### src/rtl/icache_pkg.sv
// Shared types and geometry for the instruction-cache controller.
package icache_pkg;

    localparam int unsigned IDX_W    = 6;
    localparam int unsigned NUM_SETS = 1 << IDX_W;

    typedef enum logic [1:0] {
        S_IDLE  = 2'd0,
        S_FETCH = 2'd1,
        S_FLUSH = 2'd2
    } state_e;

endpackage

### src/rtl/icache_ctrl_flush_counter.sv
// Set-index walker for the invalidate-all sequence; wraps back to zero.
module flush_counter
    import icache_pkg::*;
#(
    parameter int unsigned W = IDX_W
) (
    input  logic         clk,
    input  logic         rst_n,
    input  logic         en_i,
    output logic [W-1:0] cnt_o,
    output logic         wrap_o
);

    logic [W-1:0] cnt_q;
    logic [W-1:0] cnt_d;

    always_comb begin
        cnt_d = cnt_q;
        if (en_i) begin
            cnt_d = cnt_q + W'(1);
        end
    end

    always_ff @(posedge clk) begin
        if (!rst_n) begin
            cnt_q <= '0;
        end else begin
            cnt_q <= cnt_d;
        end
    end

    assign cnt_o  = cnt_q;
    assign wrap_o = en_i && (cnt_q == {W{1'b1}});

endmodule

### src/rtl/icache_ctrl.sv
// Two-way instruction-cache controller: zero-latency hits, single-line fills
// and a one-set-per-cycle invalidate-all walk.
module icache_ctrl #(
    parameter int unsigned IDX_W = icache_pkg::IDX_W,
    parameter int unsigned WAYS  = 2
) (
    input  logic             clk,
    input  logic             rst_n,
    input  logic             cpu_read_i,
    input  logic [IDX_W-1:0] cpu_idx_i,
    output logic             cpu_resp_o,
    input  logic [WAYS-1:0]  way_hit_i,
    input  logic             lru_out_i,
    output logic             hit_way_o,
    output logic             pmem_read_o,
    input  logic             pmem_resp_i,
    output logic [WAYS-1:0]  load_line_o,
    output logic             valid_in_o,
    output logic             load_lru_o,
    output logic             lru_in_o,
    output logic [IDX_W-1:0] arr_windex_o,
    input  logic             flush_i,
    output logic             flush_done_o
);

    import icache_pkg::*;

    state_e           state_q, state_d;
    logic             victim_q, victim_d;
    logic             flush_pend_q, flush_pend_d;
    logic             cnt_en;
    logic [IDX_W-1:0] cnt;
    logic             cnt_wrap;

    flush_counter #(
        .W (IDX_W)
    ) u_flush_counter (
        .clk    (clk),
        .rst_n  (rst_n),
        .en_i   (cnt_en),
        .cnt_o  (cnt),
        .wrap_o (cnt_wrap)
    );

    always_ff @(posedge clk) begin
        if (!rst_n) begin
            state_q      <= S_IDLE;
            victim_q     <= 1'b0;
            flush_pend_q <= 1'b0;
        end else begin
            state_q      <= state_d;
            victim_q     <= victim_d;
            flush_pend_q <= flush_pend_d;
        end
    end

    always_comb begin
        state_d      = state_q;
        victim_d     = victim_q;
        flush_pend_d = flush_pend_q;
        cnt_en       = 1'b0;
        cpu_resp_o   = 1'b0;
        hit_way_o    = 1'b0;
        pmem_read_o  = 1'b0;
        load_line_o  = '0;
        valid_in_o   = 1'b0;
        load_lru_o   = 1'b0;
        lru_in_o     = 1'b0;
        arr_windex_o = '0;
        flush_done_o = 1'b0;

        unique case (state_q)
            S_IDLE: begin
                // A pending invalidate outranks any fetch waiting in IDLE.
                if (flush_i || flush_pend_q) begin
                    state_d = S_FLUSH;
                end else if (cpu_read_i) begin
                    if (way_hit_i != '0) begin
                        cpu_resp_o   = 1'b1;
                        hit_way_o    = way_hit_i[1];
                        load_lru_o   = 1'b1;
                        lru_in_o     = ~way_hit_i[1];
                        arr_windex_o = cpu_idx_i;
                    end else begin
                        victim_d = lru_out_i;
                        state_d  = S_FETCH;
                    end
                end
            end

            S_FETCH: begin
                pmem_read_o = 1'b1;
                if (flush_i) begin
                    flush_pend_d = 1'b1;
                end
                if (pmem_resp_i) begin
                    load_line_o[victim_q] = 1'b1;
                    valid_in_o            = 1'b1;
                    load_lru_o            = 1'b1;
                    lru_in_o              = ~victim_q;
                    arr_windex_o          = cpu_idx_i;
                    state_d = (flush_i || flush_pend_q) ? S_FLUSH : S_IDLE;
                end
            end

            S_FLUSH: begin
                cnt_en       = 1'b1;
                load_line_o  = '1;
                load_lru_o   = 1'b1;
                arr_windex_o = cnt;
                if (cnt_wrap) begin
                    flush_done_o = 1'b1;
                    flush_pend_d = 1'b0;
                    state_d      = S_IDLE;
                end
            end

            default: begin
                state_d = S_IDLE;
            end
        endcase
    end

    // Both ways matching means the tag arrays are corrupt; way 1 is used anyway.
    assert property (@(posedge clk) disable iff (!rst_n)
        !(state_q == S_IDLE && cpu_read_i && way_hit_i == 2'b11))
        else $error("icache_ctrl: both ways hit at idx %0d", cpu_idx_i);

endmodule
### config.mk
export PLATFORM = sky130hd
export DESIGN_NAME = icache_ctrl
export DESIGN_NICKNAME = d
export VERILOG_FILES = /design/src/rtl/icache_pkg.sv /design/src/rtl/icache_ctrl_flush_counter.sv /design/src/rtl/icache_ctrl.sv
export SDC_FILE = /design/constraint.sdc
export NUM_CORES = 1
export LEC_CHECK = 0
export CAP_MARGIN = 20
export CELL_PAD_IN_SITES_DETAIL_PLACEMENT = 1
export CELL_PAD_IN_SITES_GLOBAL_PLACEMENT = 1
export CORE_MARGIN = 5
export CORE_UTILIZATION = 28
export DETAILED_ROUTE_END_ITERATION = 8
export HOLD_SLACK_MARGIN = 0.06
export PLACE_DENSITY = 0.78
export SETUP_SLACK_MARGIN = 0.15
export SYNTH_ARGS = -nofsm -noshare
export SYNTH_HDL_FRONTEND = slang
export SYNTH_SLANG_ARGS = --single-unit
export TNS_END_PERCENT = 20
### constraint.sdc
create_clock -name clk -period 2.41 [get_ports clk]
set_input_delay 0.482 -clock clk [delete_from_list [all_inputs] [get_ports clk]]
set_output_delay 0.482 -clock clk [all_outputs]
set_load 0.01 [all_outputs]
==> out/qor.txt <==
Syn Inst Count: 82
Iteration-0 DRC Markers: 8
Clk slew on worst S/H paths: 70 ps
Worst EP arrival: 1750 ps
Post-synthesis sequential area ratio: 30.0%
Post-synthesis mux area share: 4.50%
Final core area utilization: 52.3%
Clock Tree Buf Depth: 2
Die Area: 0.00346 mm2
Wire per inst: 14.8 um
Critical path class: in -> out
Unrepaired setup endpoints after global routing: true
Starting Density: 29.9%
Met3 WL post-DR: 155 um
Syn avg cell area: 8.13 um2
IO Pins: 29
Actual slew at the worst max-slew pin: 331 ps
GRT overflow: 0
PD cells: 515 mW/mm2
Finished Cell Area: 0.00117 mm2
Routability Congestion: 0.796
Hold WC Path Type: reg -> reg
Final instance count without filler cells: 157
Synth unique cells: 29
WP data required: 1930 ps
Via count of the first global-routing pass: 910
Synth Area in XOR/XNOR: 5.25%
Die H: 58.8 um
Largest net degree at the start of global routing: 10
Worst slew margin: 77.9%
Setup Skew: 3.99 ps
Clock Sinks: 10
Fin. max-slew vios: 0
Die X: 58.8 um
Final Cycle Share: 92.8%
Area Overhead vs Synth: 75.0%
M1 WL: 927 um
Initial antenna violation count: 0
Max Fclk: 447 MHz
Number of diodes: 0
PortBufs: 28
Startpoint Class: primary input
Via Count: 800
Cell Area, Placed: 0.00108 mm2
Max IR drop VDD: 0.337 mV
DRC Markers: 0
Syn. warnings: 0
Final Hold Vio Count: 0
Netlist Area Pre-Place: 667 um2
Final nets: 149
Critical path, cell by cell: dlygate4sd2_1 -> nand4bb_4 -> o21ai_2 -> nor2b_4 -> buf_6 -> buf_4 -> a22o_1 -> buf_2
Dpl cells: 151
Bufs and invs on worst path: 4
Simple-gate share of the synthesized area: 25.0%
Total CTS buffers: 3
Mapped Nets: 101
Worst path max stage delay: 260 ps
Main combinational cell family by area after synthesis: simple AND/OR/NAND/NOR gates
LEAKAGE: 0.592 nW
# fillers: 274
Synth Area in Adders: 9.38%
CTS tree: yes
Clock Latency Late Sink: 270 ps
CTS H-tree depth: 1
Share of layout cells above drive strength 1: 34.1%
Vias per Instance: 5.10
All-Layer GR Usage: 14.9%
Core ar.: 0.00223 mm2
Root Buffer: clkbuf_4
Max_cap viols: 0
Post-detail-place hpwl: 1.86 mm
DR WL met2: 1.23 mm
Hold-fix buffers, CTS: 0
Final setup violation count: 0
Final WL: 2.33 mm
Row Count: 17
Fraction of the mapped netlist area in compound gates: 21.8%
FF+latch count, synth: 10
Worst path top cell family by delay: buffers and inverters
DR pass1 iterations: 3
Setup crit end kind: output port
Setup total negative slack: 0 ps
Total power: 0.601 mW
CP Max Fanout: 6
Slowest CP cell: dlygate4sd2_1
First-pass GRT wire length: 4.07 mm
ANT nets after route: 0
Highest Signal Layer: met4
Status: completed
Minimum clock period: 2240 ps
==> path summary, 6_finish.rpt <==
check                                                            from                                    end  slack [ps]  cells past startpoint
worst max register to register                state_q[0]$_SDFFE_PN0P_                state_q[0]$_SDFFE_PN0P_         620                      8
worst max-delay path                                          flush_i                        arr_windex_o[1]         170                      8
worst min register to register  u_flush_counter.cnt_o[5]$_SDFFE_PN0N_  u_flush_counter.cnt_o[5]$_SDFFE_PN0N_         530                      2
worst min-delay path            u_flush_counter.cnt_o[5]$_SDFFE_PN0N_  u_flush_counter.cnt_o[5]$_SDFFE_PN0N_         530                      2
==> where the power goes <==
group,internal (mW),switching (mW)
Clock,0.0918,0.0616
Combinational,0.138,0.116
Sequential,0.180,0.0142
Total,0.409,0.191
==> cell usage after synthesis, drive strengths merged <==
master,count,area [um2]
mux2i,3,30.0
nor3b,1,7.51
a221oi,2,17.5
a21boi,1,7.51
nand2,7,26.3
o21ai,3,15.0
o21a,1,7.51
nand4,2,12.5
a21oi,2,10.0
o221ai,1,8.76
a21o,1,7.51
dfxtp,10,200
and3,2,12.5
nor2,14,52.6
a31o,1,8.76
buf,1,5.00
xnor2,1,8.76
nor2b,3,18.8
clkinv,1,3.75
inv,5,18.8
nand4bb,1,11.3
or3b,1,8.76
nand3,2,10.0
or3,1,6.26
a22o,6,53.8
o32ai,1,8.76
ha,5,62.6
xor2,3,26.3
==> what timing repair did <==
item / in CTS / in global routing
gates resized for setup: 31 / 24
endpoints found under the setup margin: 14 / 12
setup buffers: 1 / 1
pin swaps: 5 / 1
==> placed cells by master (no fill, tap or decap), types with 2 or more instances in the layout <==
master,synthesis,final
buf_4,0,16
nor2_1,14,12
clkdlybuf4s50_1,0,9
dfxtp_1,10,7
dlygate4sd2_1,0,7
nand2_1,7,6
clkbuf_2,0,6
a22o_1,5,5
dlymetal6s2s_1,0,4
inv_1,5,3
xor2_1,3,3
mux2i_1,3,3
clkbuf_4,0,3
dfxtp_2,0,3
inv_2,0,2
and3_1,2,2
nand3_1,2,2
nor2b_1,3,2
o21ai_0,3,2
a21oi_1,2,2
nand4_1,2,2
a221oi_1,2,2
ha_1,5,2
ha_2,0,2
==> cells by family (layout without fill, tap and decap cells) <==
group | after synthesis | after routing
DFF | 10 | 10
and+or+nand+nor | 34 | 34
buffers and inverters | 7 | 54
xor gates and xnor gates | 4 | 4
muxes | 3 | 3
AOI/OAI and AO/OA | 19 | 19
adders and majority gates | 5 | 5
==> stage by stage <==
stage                     worst slack (ps)  hold WS (ps)
after CTS                             7.64           530
after global routing                  87.7           569
after global placement                -439           494
final                                  174           529
after detailed placement              -486           523
after floorplan                        508           467
==> per-layer routing <==
metal	global-route usage [%]	up-vias
met5	0	-
met4	4.85	0
met3	3.95	4
met2	28.7	26
met1	15.4	384
li1	-	386
==> cell type report <==
cell class / count / area (um2) / area share, %
well taps: 28 / 35.0 / 3.00
inverters: 6 / 22.5 / 1.93
repair buffers: 44 / 368 / 31.5
clock buffers: 4 / 36.3 / 3.11
multi-input cells: 65 / 502 / 43.0
flip-flops and latches: 10 / 204 / 17.5
==> state kept, by name, indices dropped and copies added, names as in the netlist <==
name	flops
u_flush_counter.cnt_o	6
flush_pend_q	1
state_q	2
victim_q	1
==> worst reg2reg max path, stage by stage, from the launching register on <==
cell and delay (ps):
dfxtp_1 340, inv_2 60, buf_4 130, ha_1 210, inv_1 90, buf_4 130
a31o_1 110, or3b_1 340, a221oi_1 290
No activity file was read; power rests on OpenSTA's default activity.
